--- src/rtl/cmp_iter_if.sv ---
// ============================================================================
// Module   : cmp_iter_if
// Purpose  : Operand/result handshake bundle for the iterative compare unit.
// Revision : 1.0 - initial release
// ============================================================================
`default_nettype none

interface cmp_iter_if #(
  parameter int WIDTH = 32
);
  logic             in_valid;
  logic             in_ready;
  logic [WIDTH-1:0] in_a;
  logic [WIDTH-1:0] in_b;
  logic             in_signed;
  logic             out_valid;
  logic             out_ready;
  logic [WIDTH-1:0] out_diff;
  logic [3:0]       out_flags;

  // master = execute stage (issues operands, consumes result)
  modport master (
    output in_valid, in_a, in_b, in_signed, out_ready,
    input  in_ready, out_valid, out_diff, out_flags
  );

  modport slave (
    input  in_valid, in_a, in_b, in_signed, out_ready,
    output in_ready, out_valid, out_diff, out_flags
  );
endinterface

`default_nettype wire

--- src/rtl/cmp_iter.sv ---
// ============================================================================
// Module   : cmp_iter
// Purpose  : Multi-cycle a-b compare, SLICE bits per cycle LSB first, with
//            {LT, EQ, LTU, V} flags and signed/unsigned mode.
// Revision : 1.0 - initial release
// ============================================================================
`default_nettype none

module cmp_iter #(
  parameter int WIDTH = 32,
  parameter int SLICE = 8
) (
  input wire         clk,
  input wire         rst_n,
  cmp_iter_if.slave  bus
);

  localparam int c_nslice = WIDTH / SLICE;
  localparam int c_cnt_w  = (c_nslice > 1) ? $clog2(c_nslice) : 1;

  typedef enum logic [1:0] {
    IDLE = 2'd0,
    RUN  = 2'd1,
    DONE = 2'd2
  } state_t;

  state_t             r_state;
  logic [c_cnt_w-1:0] r_cnt;
  logic               r_carry;
  logic               r_zero;
  logic [WIDTH-1:0]   r_a;
  logic [WIDTH-1:0]   r_b;
  logic               r_signed;
  logic [WIDTH-1:0]   r_diff;
  logic [3:0]         r_flags;

  logic [SLICE-1:0]   w_a_sl;
  logic [SLICE-1:0]   w_b_sl;
  logic [SLICE:0]     w_sum;
  logic [SLICE-1:0]   w_d;
  logic               w_c;
  logic [WIDTH-1:0]   w_diff_upd;
  logic               w_zero_nxt;
  logic               w_last;
  logic               w_a_msb;
  logic               w_b_msb;
  logic               w_d_msb;
  logic               w_v;
  logic               w_ltu;
  logic               w_lt;

  // Chunk select by compare against each slice index keeps every select in range.
  always_comb begin
    w_a_sl     = '0;
    w_b_sl     = '0;
    w_diff_upd = r_diff;
    for (int i = 0; i < c_nslice; i++) begin
      if (r_cnt == c_cnt_w'(i)) begin
        w_a_sl                       = r_a[i*SLICE +: SLICE];
        w_b_sl                       = r_b[i*SLICE +: SLICE];
        w_diff_upd[i*SLICE +: SLICE] = w_d;
      end
    end
  end

  assign w_sum      = {1'b0, w_a_sl} + {1'b0, ~w_b_sl} + {{SLICE{1'b0}}, r_carry};
  assign w_d        = w_sum[SLICE-1:0];
  assign w_c        = w_sum[SLICE];
  assign w_zero_nxt = r_zero & (w_d == '0);
  assign w_last     = (r_cnt == c_cnt_w'(c_nslice - 1));

  // On the last slice the chunk MSB is the operand/result MSB.
  assign w_a_msb = r_a[WIDTH-1];
  assign w_b_msb = r_b[WIDTH-1];
  assign w_d_msb = w_d[SLICE-1];
  assign w_v     = (w_a_msb ^ w_b_msb) & (w_a_msb ^ w_d_msb);
  assign w_ltu   = ~w_c;
  assign w_lt    = r_signed ? (w_d_msb ^ w_v) : w_ltu;

  always_ff @(posedge clk or negedge rst_n) begin
    if (!rst_n) begin
      r_state  <= IDLE;
      r_cnt    <= '0;
      r_carry  <= 1'b1;
      r_zero   <= 1'b1;
      r_a      <= '0;
      r_b      <= '0;
      r_signed <= 1'b0;
      r_diff   <= '0;
      r_flags  <= '0;
    end else begin
      case (r_state)
        IDLE: begin
          if (bus.in_valid) begin
            r_a      <= bus.in_a;
            r_b      <= bus.in_b;
            r_signed <= bus.in_signed;
            r_diff   <= '0;
            r_carry  <= 1'b1;
            r_zero   <= 1'b1;
            r_cnt    <= '0;
            r_state  <= RUN;
          end
        end
        RUN: begin
          r_diff  <= w_diff_upd;
          r_carry <= w_c;
          r_zero  <= w_zero_nxt;
          if (w_last) begin
            r_flags <= {w_lt, w_zero_nxt, w_ltu, w_v};
            r_state <= DONE;
          end else begin
            r_cnt <= r_cnt + 1'b1;
          end
        end
        DONE: begin
          if (bus.out_ready) begin
            r_state <= IDLE;
          end
        end
        default: r_state <= IDLE;
      endcase
    end
  end

  assign bus.in_ready  = (r_state == IDLE);
  assign bus.out_valid = (r_state == DONE);
  assign bus.out_diff  = r_diff;
  assign bus.out_flags = r_flags;

endmodule

`default_nettype wire

--- src/flat_wrapper.sv ---
// flat-port wrapper written by rule: the top's interface ports become plain ports
module cmp_iter_flat 
#(
  parameter int WIDTH = 32,
  parameter int SLICE = 8
)
  (clk, rst_n, bus_in_valid, bus_in_a, bus_in_b, bus_in_signed, bus_out_ready, bus_in_ready, bus_out_valid, bus_out_diff, bus_out_flags);
  cmp_iter_if #(.WIDTH(WIDTH)) bus_i ();
  input wire clk;
  input wire rst_n;
  input wire logic [$bits(bus_i.in_valid)-1:0] bus_in_valid;
  input wire logic [$bits(bus_i.in_a)-1:0] bus_in_a;
  input wire logic [$bits(bus_i.in_b)-1:0] bus_in_b;
  input wire logic [$bits(bus_i.in_signed)-1:0] bus_in_signed;
  input wire logic [$bits(bus_i.out_ready)-1:0] bus_out_ready;
  output wire logic [$bits(bus_i.in_ready)-1:0] bus_in_ready;
  output wire logic [$bits(bus_i.out_valid)-1:0] bus_out_valid;
  output wire logic [$bits(bus_i.out_diff)-1:0] bus_out_diff;
  output wire logic [$bits(bus_i.out_flags)-1:0] bus_out_flags;
  assign bus_i.in_valid = bus_in_valid;
  assign bus_i.in_a = bus_in_a;
  assign bus_i.in_b = bus_in_b;
  assign bus_i.in_signed = bus_in_signed;
  assign bus_i.out_ready = bus_out_ready;
  assign bus_in_ready = bus_i.in_ready;
  assign bus_out_valid = bus_i.out_valid;
  assign bus_out_diff = bus_i.out_diff;
  assign bus_out_flags = bus_i.out_flags;
  cmp_iter #(.WIDTH(WIDTH), .SLICE(SLICE)) u_core (.clk(clk), .rst_n(rst_n), .bus(bus_i));
endmodule
--- config.mk ---
export PLATFORM = sky130hd
export DESIGN_NAME = cmp_iter_flat
export DESIGN_NICKNAME = d
export VERILOG_FILES = /design/src/rtl/cmp_iter_if.sv /design/src/rtl/cmp_iter.sv /design/src/flat_wrapper.sv
export SDC_FILE = /design/constraint.sdc
export NUM_CORES = 1
export LEC_CHECK = 0
export CORE_AREA = 4 4 101 103
export DETAILED_ROUTE_END_ITERATION = 12
export DIE_AREA = 0 0 105 107
export PLACE_DENSITY = 0.86
export SETUP_SLACK_MARGIN = 0.2
export SKIP_CTS_REPAIR_TIMING = 1
export SYNTH_ARGS = -nofsm -noshare
export SYNTH_HDL_FRONTEND = slang
export SYNTH_SLANG_ARGS = --single-unit
--- constraint.sdc ---
create_clock -name clk -period 4.6 [get_ports clk]
set_input_delay 0.92 -clock clk [delete_from_list [all_inputs] [get_ports clk]]
set_output_delay 0.92 -clock clk [all_outputs]
set_load 0.05 [all_outputs]
# Word-level counts from Yosys, hierarchy flattened
# Index checks and enable logic that the tools add are counted.
[totals]
ff_bits = 107
[op_classes]
n_addsub = 3
n_reduce_logical = 13
eq_ne = 12
muxes = 25
bitwise_logic = 7
[op_table]
columns = ["operator", "n"]
rows = [
  ["2-to-1 mux 8 bit", 12],
  ["case mux 32 bit (2 select lines)", 1],
  ["2-to-1 mux 32 bit", 1],
  ["AND reduction 3 bit", 6],
  ["2-to-1 mux 2 bit", 5],
  ["adder 8 x 8 -> 9 bit", 1],
  ["adder 9 x 1 -> 9 bit", 1],
  ["zero test 8 bit", 1],
  ["inequality test 2 x 1 -> 1 bit (second input constant)", 4],
  ["inverter 8 bit", 1],
  ["== test 2 bit (second input constant)", 3],
  ["inequality test 2 bit (second input constant)", 3],
  ["case mux 2 bit (3 select lines)", 1],
  ["AND reduction 2 bit", 3],
  ["== test 2 x 1 -> 1 bit (second input constant)", 2],
  ["zero test 2 bit", 2],
  ["case mux 1 bit (2 select lines)", 2],
  ["case mux 2 bit (2 select lines)", 1],
  ["XOR 1 bit", 3],
  ["adder 2 x 1 -> 2 bit (second input constant)", 1],
  ["AND 1 bit", 2],
  ["2-to-1 mux 1 bit", 2],
  ["nonzero test 2 bit", 1],
  ["inverter 1 bit", 1],
]

# Logic depth before layout (Yosys ltp)
[logic_depth]
ltp_word = 12
depth_mapped = 17

# Worst setup path after synthesis
# OpenSTA, ideal clock, no wires.
[synth_timing]
path_type = "register -> register"
startpoint = "register u_core.r_cnt[0]"
endpoint = "register u_core.r_flags[2], in the netlist u_core.bus.out_flags[2]"
setup_time_ns = 0.076
stages_incl_launch_ff = 18
n_path_buf = 1
arrival_ns = 3.110
setup_slack_ns = 1.414
required_time_ns = 4.524
cell_sequence = "dfrtp_1 > inv_1 > ha_1 > clkbuf_1 > nand2_1 > nor2_1 > a21oi_1 > o21ai_0 > mux2i_1 > fa_1 > inv_1 > fa_1 > nand2b_1 > a21oi_1 > nor4_1 > a311oi_2 > nand3_2 > o21ai_2"
[synth_between]
elab_chain_cells = 10
[synth_lines]
columns = ["item", "line", "text"]
rows = [
  ["from (decl)", "cmp_iter.sv:28", "logic [c_cnt_w-1:0] r_cnt;"],
  ["from (signal assigned)", "cmp_iter.sv:113", "r_cnt <= r_cnt + 1'b1;"],
  ["zero test 2 bit", "cmp_iter.sv:58", "if (r_cnt == c_cnt_w'(i)) begin"],
  ["2-to-1 mux 8 bit (4 in a row)", "cmp_iter.sv:58", ""],
  ["inverter 8 bit", "cmp_iter.sv:66", "assign w_sum = {1'b0, w_a_sl} + {1'b0, ~w_b_sl} + {{SLICE{1'b0}}, r_carry};"],
  ["adder 8 x 8 -> 9 bit", "cmp_iter.sv:66", ""],
  ["adder 9 x 1 -> 9 bit", "cmp_iter.sv:66", ""],
  ["zero test 8 bit", "cmp_iter.sv:69", "assign w_zero_nxt = r_zero & (w_d == '0);"],
  ["AND 1 bit", "cmp_iter.sv:69", ""],
  ["to (signal assigned)", "cmp_iter.sv:110", "r_flags <= {w_lt, w_zero_nxt, w_ltu, w_v};"],
  ["to (decl)", "cmp_iter.sv:35", "logic [3:0] r_flags;"],
]
# Parallel ways exist; a longest one is shown, timed or not.
# A chain may end at the register's enable or synchronous reset.

# Final worst setup path
[layout_timing]
startpoint = "register u_core.r_cnt[1]"
endpoint = "register u_core.r_flags[2], in the netlist u_core.bus.out_flags[2]"
# Same word-level chain as after synthesis.

==> impl_metrics.prom <==
# TYPE chip_impl_metric gauge
chip_impl_info{name="worstReg2RegStart",value="u_core.r_cnt[1]$_DFFE_PN0P_"} 1
chip_impl_info{name="unrepaired_setup_endpoints_after_global_routing",value="false"} 1
chip_impl_info{name="synth_largest_area_cell",value="dfrtp_1"} 1
chip_impl_metric{name="multi_input_area",unit="mm²"} 0.00216
chip_impl_metric{name="n_antenna_cell",unit=""} 0
chip_impl_metric{name="rows",unit=""} 35
chip_impl_metric{name="antenna_violations_before_repair",unit=""} 0
chip_impl_metric{name="timing_max_transition_violations_final",unit=""} 0
chip_impl_metric{name="synth_nets",unit=""} 537
chip_impl_metric{name="dieHeight",unit="µm"} 107
chip_impl_metric{name="synthesis.instances",unit=""} 455
chip_impl_info{name="cts_tree",value="yes"} 1
chip_impl_info{name="synth.area.top_cells",value="dfrtp_1 (53%), mux2_2 (15%), nand2_1 (5.6%)"} 1
chip_impl_metric{name="global_route.usage.met3",unit="%"} 3.31
chip_impl_metric{name="drcViolationCount",unit=""} 0
chip_impl_metric{name="number_of_drc_violations_after_detailed_routing_iteration_0",unit=""} 153
chip_impl_metric{name="crit_fanout",unit=""} 16
chip_impl_info{name="setup_cp_type",value="flip-flop to flip-flop"} 1
chip_impl_metric{name="core-area",unit="mm²"} 0.00920
chip_impl_metric{name="drt-pass1-iter-count",unit=""} 5
chip_impl_metric{name="groute.usage.overall",unit="%"} 20.8
chip_impl_metric{name="drive_above_1_share",unit="%"} 18.5
chip_impl_metric{name="initial_utilization",unit="%"} 54.3
chip_impl_info{name="hold_path.startpoint",value="u_core.bus.out_flags[1]$_DFFE_PN0P_"} 1
chip_impl_metric{name="timing.setup.tns",unit="ns"} 0
chip_impl_info{name="critical_path.reg2reg.endpoint",value="u_core.bus.out_flags[2]$_DFFE_PN0P_"} 1
chip_impl_metric{name="numCtsBuffers",unit=""} 9
chip_impl_info{name="hold_path_end",value="u_core.bus.out_flags[1]$_DFFE_PN0P_"} 1
chip_impl_metric{name="clk_path_buf_depth",unit=""} 2
chip_impl_info{name="busiest_metal_layer_after_global_routing",value="met2"} 1
chip_impl_metric{name="detailroute.via_count",unit=""} 3735
chip_impl_metric{name="place_congestion",unit=""} 0.831
chip_impl_metric{name="clock_skew",unit="ns"} 0.00963
chip_impl_metric{name="max-cap-violations",unit=""} 0
chip_impl_metric{name="synth.top_cell.area_share",unit="%"} 52.7
chip_impl_metric{name="timing.slew.headroom",unit="%"} 24.6
chip_impl_metric{name="worst-endpoint-arrival",unit="ns"} 4.06
chip_impl_info{name="layout_common_cells",value="clkdlybuf4s50_1 (105), dfrtp_1 (105), nand2_1 (75)"} 1
chip_impl_metric{name="met2_usage",unit="%"} 36.6
chip_impl_metric{name="synth_area",unit="mm²"} 0.00499
chip_impl_metric{name="nNetsFinal",unit=""} 635
chip_impl_metric{name="routed_wl",unit="µm"} 11400
chip_impl_metric{name="reg2reg_setup_slack",unit="ns"} 0.83
chip_impl_metric{name="grt_pass1_vias",unit=""} 3860
chip_impl_metric{name="finalCritPeriodShare",unit="%"} 82.1
chip_impl_metric{name="yosysWarningCount",unit=""} 0
chip_impl_metric{name="area_growth_syn_to_layout",unit="%"} 26.1
chip_impl_info{name="crit_path_start_kind",value="flip-flop"} 1
chip_impl_metric{name="place.detailed.hpwl",unit="µm"} 8640
chip_impl_metric{name="final-setup-viol-count",unit=""} 0
chip_impl_metric{name="clkSlewWorstSetupHoldPaths",unit="ns"} 0.09
chip_impl_metric{name="grt_start_max_net_pins",unit=""} 75
chip_impl_metric{name="antenna_violating_nets_post_route",unit=""} 0
chip_impl_metric{name="cts_max_level",unit=""} 3
chip_impl_metric{name="worst_hold_path.num_cells",unit=""} 2
chip_impl_metric{name="worst-slew-pin-transition",unit="ns"} 1.13
chip_impl_info{name="setup.worst_path.end_class",value="flip-flop"} 1
chip_impl_metric{name="yosysSeqAreaShare",unit="%"} 53.7
chip_impl_metric{name="yosys.cell_types.count",unit=""} 45
chip_impl_metric{name="io_buffers",unit=""} 106
chip_impl_metric{name="routed_vias_inst",unit=""} 5.60
chip_impl_metric{name="pin_count",unit=""} 107
chip_impl_metric{name="ys_seq_elements",unit=""} 107
chip_impl_info{name="root_buffer_cell",value="clkbuf_8"} 1
chip_impl_metric{name="fp.dieArea",unit="mm²"} 0.0112
chip_impl_metric{name="finalHoldViolations",unit=""} 0
chip_impl_metric{name="globalRouteOverflowTotal",unit=""} 0
chip_impl_metric{name="dieWidth",unit="µm"} 105
chip_impl_metric{name="r2r_cells",unit=""} 17
chip_impl_info{name="status",value="finished, final reports clean"} 1
chip_impl_metric{name="routed_wire_length_per_instance",unit="µm"} 17.1
chip_impl_metric{name="mapped_avg_cell_area",unit="µm²"} 11.0
chip_impl_metric{name="timing.fmax",unit="MHz"} 265
chip_impl_metric{name="insertion_delay",unit="ns"} 0.36
chip_impl_metric{name="grt_first_pass_wirelength",unit="µm"} 18800
chip_impl_metric{name="fin_crit",unit="ns"} 3.77
chip_impl_metric{name="gr-usage-met1",unit="%"} 26.4
chip_impl_metric{name="filler_cell_count",unit=""} 689
chip_impl_metric{name="clock_sinks",unit=""} 107
chip_impl_info{name="min-delay-path-class",value="flip-flop to flip-flop"} 1
chip_impl_metric{name="worstPathRequired",unit="ns"} 4.89
chip_impl_metric{name="layout.area.seq",unit="mm²"} 0.00268
==> critical path: stages (launching register included) <==
cell      delay (ns)
dfrtp_1         0.41
inv_1           0.12
ha_1            0.59
nand2_1         0.13
nor2_1          0.11
a21oi_1         0.05
nor2_1          0.10
a21oi_1         0.05
o21ai_0         0.22
fa_1            0.26
inv_1           0.06
fa_1            0.39
nand2b_1        0.18
a21oi_1         0.26
nor4_1          0.10
a311oi_2        0.43
nand3_2         0.14
o21ai_2         0.13
==> worst max path at each step <==
stage,start,endpoint,slack (ns)
2_1_floorplan,u_core.r_cnt[0]$_DFFE_PN0P_,u_core.bus.out_flags[2]$_DFFE_PN0P_,1.41
3_3_place_gp,u_core.r_cnt[0]$_DFFE_PN0P_,u_core.bus.out_flags[2]$_DFFE_PN0P_,1.07
3_5_place_dp,u_core.r_cnt[0]$_DFFE_PN0P_,u_core.bus.out_flags[2]$_DFFE_PN0P_,0.94
4_1_cts,u_core.r_cnt[0]$_DFFE_PN0P_,u_core.bus.out_flags[2]$_DFFE_PN0P_,0.89
5_1_grt,u_core.r_cnt[0]$_DFFE_PN0P_,u_core.bus.out_flags[2]$_DFFE_PN0P_,0.51
6_report,u_core.r_cnt[1]$_DFFE_PN0P_,u_core.bus.out_flags[2]$_DFFE_PN0P_,0.83
==> synth_stat cells (all sizes together) <==
| cell type | number |
|---|---|
| dfstp | 2 |
| clkbuf | 9 |
| nor2 | 28 |
| nand3 | 2 |
| mux2 | 65 |
| nor2b | 3 |
| nand2b | 4 |
| and3 | 1 |
| or2 | 1 |
| a22oi | 2 |
| nand3b | 2 |
| a311oi | 1 |
| fa | 2 |
| nor3 | 1 |
| nand2 | 75 |
| xor2 | 4 |
| o221a | 1 |
| o31ai | 9 |
| or3 | 2 |
| a211o | 1 |
| and2 | 2 |
| a21o | 2 |
| a21oi | 34 |
| ha | 11 |
| xnor2 | 1 |
| mux2i | 7 |
| a211oi | 1 |
| and2b | 1 |
| o21ai | 48 |
| o21bai | 2 |
| buf | 16 |
| dfrtp | 105 |
| nor4 | 3 |
| inv | 7 |
==> registers in the layout, indices dropped and copies added (netlist names) <==
signal / count
u_core.bus.out_diff: 32
u_core.bus.out_flags: 4
u_core.r_a: 32
u_core.r_b: 32
u_core.r_carry: 1
u_core.r_cnt: 2
u_core.r_signed: 1
u_core.r_state: 2
u_core.r_zero: 1
==> cells by family (layout without fill, tap and decap cells) <==
logic type	after synthesis	in the layout	share of synthesized area [%]
AO/OA/AOI/OAI	101	101	11.9
multiplexers	72	72	16.1
AND/OR/NAND/NOR	125	125	10.7
buffers and inverters	32	133	2.96
XOR/XNOR	5	5	1.03
adder cells (fa/ha/maj)	13	13	3.56
flip-flops	107	107	53.7
==> area by class of cell <==
type / instances / area share [%]
inverters: 7 / 0.417
multi-input cells: 316 / 34.4
clock inverters: 3 / 0.636
flip-flops and latches: 107 / 42.6
well taps: 111 / 2.21
repair buffers: 112 / 17.5
clock buffers: 11 / 2.25
==> layer usage <==
metal	routed length, µm	up-vias	share of wire [%]
met2	5700	115	50
met3	602	19	5.3
met4	214	0	1.9
met5	0	-	0
li1	-	1755	-
met1	4890	1846	43
==> stage by stage <==
step	utilization, %	hold WS, ns	instances	worst slack (ns)	area (µm²)
after floorplan	-	0.480	455	1.41	4990
after global placement	66.5	0.461	653	1.07	6110
after detailed placement	66.5	0.471	653	0.943	6110
after CTS	68.4	0.491	667	0.886	6290
after global routing	68.4	0.513	667	0.508	6290
final	68.4	0.485	667	0.825	6290
Power is left out: the tool's default activity adds up to more than one toggle a clock period on the data nets, which glitch-free logic cannot reach.
==> RTL change 1: new RTL, same settings <==
`WIDTH` is set to 32 in 3 places; all go to 16.
--- a/src/rtl/cmp_iter_if.sv
+++ b/src/rtl/cmp_iter_if.sv
@@ -7,5 +7,5 @@
 
 interface cmp_iter_if #(
-  parameter int WIDTH = 32
+  parameter int WIDTH = 16
 );
   logic             in_valid;
--- a/src/rtl/cmp_iter.sv
+++ b/src/rtl/cmp_iter.sv
@@ -8,5 +8,5 @@
 
 module cmp_iter #(
-  parameter int WIDTH = 32,
+  parameter int WIDTH = 16,
   parameter int SLICE = 8
 ) (
--- a/src/flat_wrapper.sv
+++ b/src/flat_wrapper.sv
@@ -2,5 +2,5 @@
 module cmp_iter_flat 
 #(
-  parameter int WIDTH = 32,
+  parameter int WIDTH = 16,
   parameter int SLICE = 8
 )
Interface: changed (resized bus_in_a, bus_in_b and bus_out_diff); port bits go from 107 to 59. The function was not compared with the original's and may differ.
==> RTL change 1 against the original RTL <==
  * Final area is 42% lower
  * Area after synthesis shrank 44%
  * Sequential share of layout area is 2.8 points lower
  * Critical path depth is 9 lower
  * Setup slack improved by 0.20 ns
  * First-iteration DRC count is 5.2% lower
  * Wire length shrank 46%
  * Via count shrank 47%
  * Sequential cell count shrank 49
  * Maximum frequency up 5.6%
  * Highest routed layer unchanged
Power is not shown: default switching activity piles up to over one toggle a cycle in this logic, so the estimate is an artifact.
==> RTL change 1: results <==
outcome:
  status: "complete, no violations"
logic_synthesis:
  synthAdderAreaFrac_pct: 4.57
  synth-seq-area-share_pct: 52.0
  ys_types: 42
  synth_compound_area_share_pct: 11.3
  synthMuxAreaShare_pct: 19.7
  ys_top_cells_by_count: "dfrtp_1 (56), mux2_2 (41), nand2_1 (27)"
  yosys.area_share.xor_xnor_pct: 2.42
  synth_fp_nets: 273
  yosys-top-cells-area: "dfrtp_1 (50%), mux2_2 (17%), nand2_1 (3.6%), mux2i_1 (3.2%), ha_1 (3.1%)"
  synth.avg_cell_area_um2: 12.3
placed_design:
  portBuffers: 58
  gp_congestion: 0.878
  place_inst: 389
  postPlaceCellArea_um2: 3480
  dp_hpwl_um: 4620
  pre_cts_ws_ns: 1.08
finish:
  utilization_pct: 39.7
  final.fill_count: 907
  multi_input_area_share_pct: 35.3
  inv_count: 2
  buf_share_pct: 16.2
  layout.nets: 335
  design.seq.count: 58
  area_share_clock_buf_inv_pct: 4.69
  layout.area.seq_um2: 1450
  drive_above_1_share_pct: 24.1
  multi_input_cells: 158
  n_all_buffers: 60
routing:
  routed-wl-met2_um: 2900
  routed_wl_um: 6180
  route.vias.total: 1961
  first_iter_violations: 145
  avgRoutedWirePerCell_um: 15.3
  met3WireLength_um: 447
  firstDrtPassIters: 4
  wl_met1_um: 2720
sta:
  finClkSkew_ns: 0.00645
  timing.final.crit_share_pct: 77.7
  worst_hold_slack_ns: 0.480
  slew_headroom_pct: 33.9
critical_path:
  rr_endpoint: "u_core.bus.out_flags[2]"
  reg2reg_depth: 8
  cp_max_fo: 20
  timing.rr.start: "u_core.r_cnt"
  crit_path_top_delay_cell: "dfrtp_1"
  slowest_delay_ns: 0.92
  arrival_ns: 3.79
  cp_top_family: "flip-flops"
  regToRegSetupSlack_ns: 1.03
cts:
  path_clk_slew_ns: 0.07
  root_buffer: "clkbuf_8"
  clk_latency_ns: 0.34
global_routing:
  grt_use_met3_pct: 5.90
  grt_pass1_vias: 2057
  grt_util_met1_pct: 14.0
  grt_start_max_net_pins: 59
  gr-usage-met2_pct: 18.6
  track_usage_pct: 11.6
==> RTL change 1: cell count changes after synthesis, moves of 20 or more <==
| cell | delta |
|---|---|
| dfrtp_1 | -49 |
| mux2_2 | -24 |
| a21oi_1 | -28 |
| nor2_1 | -20 |
| o21ai_0 | -30 |
| nand2_1 | -48 |
==> RTL change 1: how the worst max path moves through the flow <==
| stage | start | end | slack (ns) | cells past startpoint |
|---|---|---|---|---|
| after floorplan | u_core.r_cnt | u_core.bus.out_flags[2] | 1.61 | 10 |
| after global placement | u_core.r_cnt | u_core.bus.out_flags[2] | 1.33 | 8 |
| after detailed placement | u_core.r_cnt | u_core.bus.out_flags[2] | 1.08 | 8 |
| after CTS | u_core.r_cnt | u_core.bus.out_flags[2] | 1.05 | 8 |
| after global routing | u_core.r_cnt | u_core.bus.out_flags[2] | 0.87 | 8 |
| final | u_core.r_cnt | u_core.bus.out_flags[2] | 1.03 | 8 |
==> RTL change 2: new RTL, config.mk and constraints unchanged <==
Without the edit above. Encoding of `state_t`: now one-hot (3 bits for 3 states).
--- a/src/rtl/cmp_iter.sv
+++ b/src/rtl/cmp_iter.sv
@@ -19,8 +19,8 @@
   localparam int c_cnt_w  = (c_nslice > 1) ? $clog2(c_nslice) : 1;
 
-  typedef enum logic [1:0] {
-    IDLE = 2'd0,
-    RUN  = 2'd1,
-    DONE = 2'd2
+  typedef enum logic [2:0] {
+    IDLE = 3'b001,
+    RUN  = 3'b010,
+    DONE = 3'b100
   } state_t;
 
Behaviour: same outputs for any inputs over 10 cycles, from zero or initial values and one cycle with rst_n low; not proved beyond that.
==> RTL change 2 against the original RTL <==
  * Sequential share of layout area is 0.095 points higher
  * Hold slack hardly changed
  * Clock skew is 0.0027 ns higher
  * Wire length is 8.5% higher
  * Sequential cell count is 1 higher
  * Global-route usage is 1.5 points higher
  * Critical endpoint is now u_core.bus.out_flags[3]
  * Final area is 0.76% higher
  * Setup slack worse by 0.070 ns
  * Area after synthesis is 1.2% higher
==> RTL change 2: results <==
global_routing:
  track_usage_pct: 22.3
  grt_pass1_wl_um: 20200
  grt_pass1_vias: 4192
  grt_antenna_before_repair: 0
cts:
  clock_path_buffers: 2
  htreeDepth: 3
  cts_buffers: 9
  root_buffer: "clkbuf_8"
  path_clk_slew_ns: 0.10
finish:
  drive_above_1_share_pct: 4.76
  layout.nets: 771
  n_antenna_cell: 0
  final.fill_count: 720
logic_synthesis:
  yosysWarningCount: 0
  synthMuxAreaShare_pct: 1.41
  async_flop_share_pct: 100
  yosys.area_share.xor_xnor_pct: 1.04
  synth_flop_cell: "dfrtp_1"
  synth_compound_area_share_pct: 11.4
  synth-seq-area-share_pct: 53.6
  yosys-top-cells-area: "dfrtp_1 (52%), nand2_1 (18%), o21ai_0 (5.3%), a21oi_1 (3.2%), ha_1 (2.7%)"
  ys_types: 39
  synth_fp_nets: 682
  ys_top_cells_by_count: "nand2_1 (248), dfrtp_1 (105), o21ai_0 (53)"
  synthAdderAreaFrac_pct: 3.72
routing:
  routed_wl_um: 12400
  first_iter_violations: 246
  route.vias.total: 4369
  firstDrtPassIters: 5
sta:
  finClkSkew_ns: 0.0124
  worstMarginPinSlew_ns: 0.926
placed_design:
  gp_congestion: 0.843
  dp_hpwl_um: 9000
  pre_cts_ws_ns: 0.654
  postPlaceCellArea_um2: 6160
  portBuffers: 106
pwr:
  irDropWorstVdd_mv: 0.397
outcome:
  status: "complete, no violations"
worst_hold_path:
  hold_start: "u_core.r_a[27]"
critical_path:
  arrival_ns: 4.10
  cp_max_fo: 17
==> RTL change 2: logic make-up (layout without fill, tap and decap cells) <==
kind of cell    after synthesis  in the layout
simple gates                321            321
flops                       108            108
compound gates              100            100
buf+inv                      44            138
fa+ha+maj                    14             14
mux                           7              7
xor+xnor                      6              6
==> RTL change 2: final timing paths <==
| check | to | slack [ns] | cells past startpoint |
|---|---|---|---|
| worst max-delay path | u_core.bus.out_flags[3] | 0.76 | 14 |
| worst max register to register | u_core.bus.out_flags[3] | 0.76 | 14 |
| max in group asynchronous | u_core.r_zero | 2.89 | 2 |
| min in group asynchronous | u_core.bus.out_diff[18] | 0.70 | 1 |
| worst min-delay path | u_core.r_a[27] | 0.48 | 2 |
| worst min register to register | u_core.r_a[27] | 0.48 | 2 |
==> RTL change 2: layout make-up <==
class                           count  share of cell area [%]
Inverter                           11                   0.651
Clock buffer                       11                    2.23
Clock inverter                      5                   0.592
Tap cell                          111                    2.19
Sequential cell                   108                    42.7
Timing Repair Buffer              111                    17.3
Multi-Input combinational cell    448                    34.4
==> RTL change 2: worst max-delay path, cell delays in order, from the launching register on <==
cell and delay [ns]:
dfrtp_1 0.43, inv_1 0.11, ha_1 0.64, nand2_1 0.11, nor2_1 0.10, a21oi_1 0.05, o21ai_0 0.16, mux2i_1 0.13
fa_1 0.46, a21o_1 0.20, and4_4 0.20, o311ai_2 0.34, o311ai_4 0.19, maj3_1 0.39, o221a_2 0.25
==> RTL change 2: power breakdown <==
group	internal [W]	switching (W)
Clock	0.000213	0.000316
Combinational	0.000954	0.00176
Sequential	0.00131	0.000228
==> RTL change 2: through the flow <==
| step | cells | util, % | hold WS, ns |
|---|---|---|---|
| after floorplan | 600 | - | 0.445 |
| after global placement | 789 | 67.0 | 0.459 |
| after detailed placement | 789 | 67.0 | 0.463 |
| after CTS | 805 | 68.9 | 0.486 |
| after global routing | 805 | 69.0 | 0.511 |
| final | 805 | 69.0 | 0.485 |
==> RTL change 2: routing by layer <==
metal  share of wire (%)  global-route usage [%]
met5                   0                       0
met3                 6.7                    3.37
met2                  47                    36.0
met1                  44                    30.6
met4                 2.3                    8.34
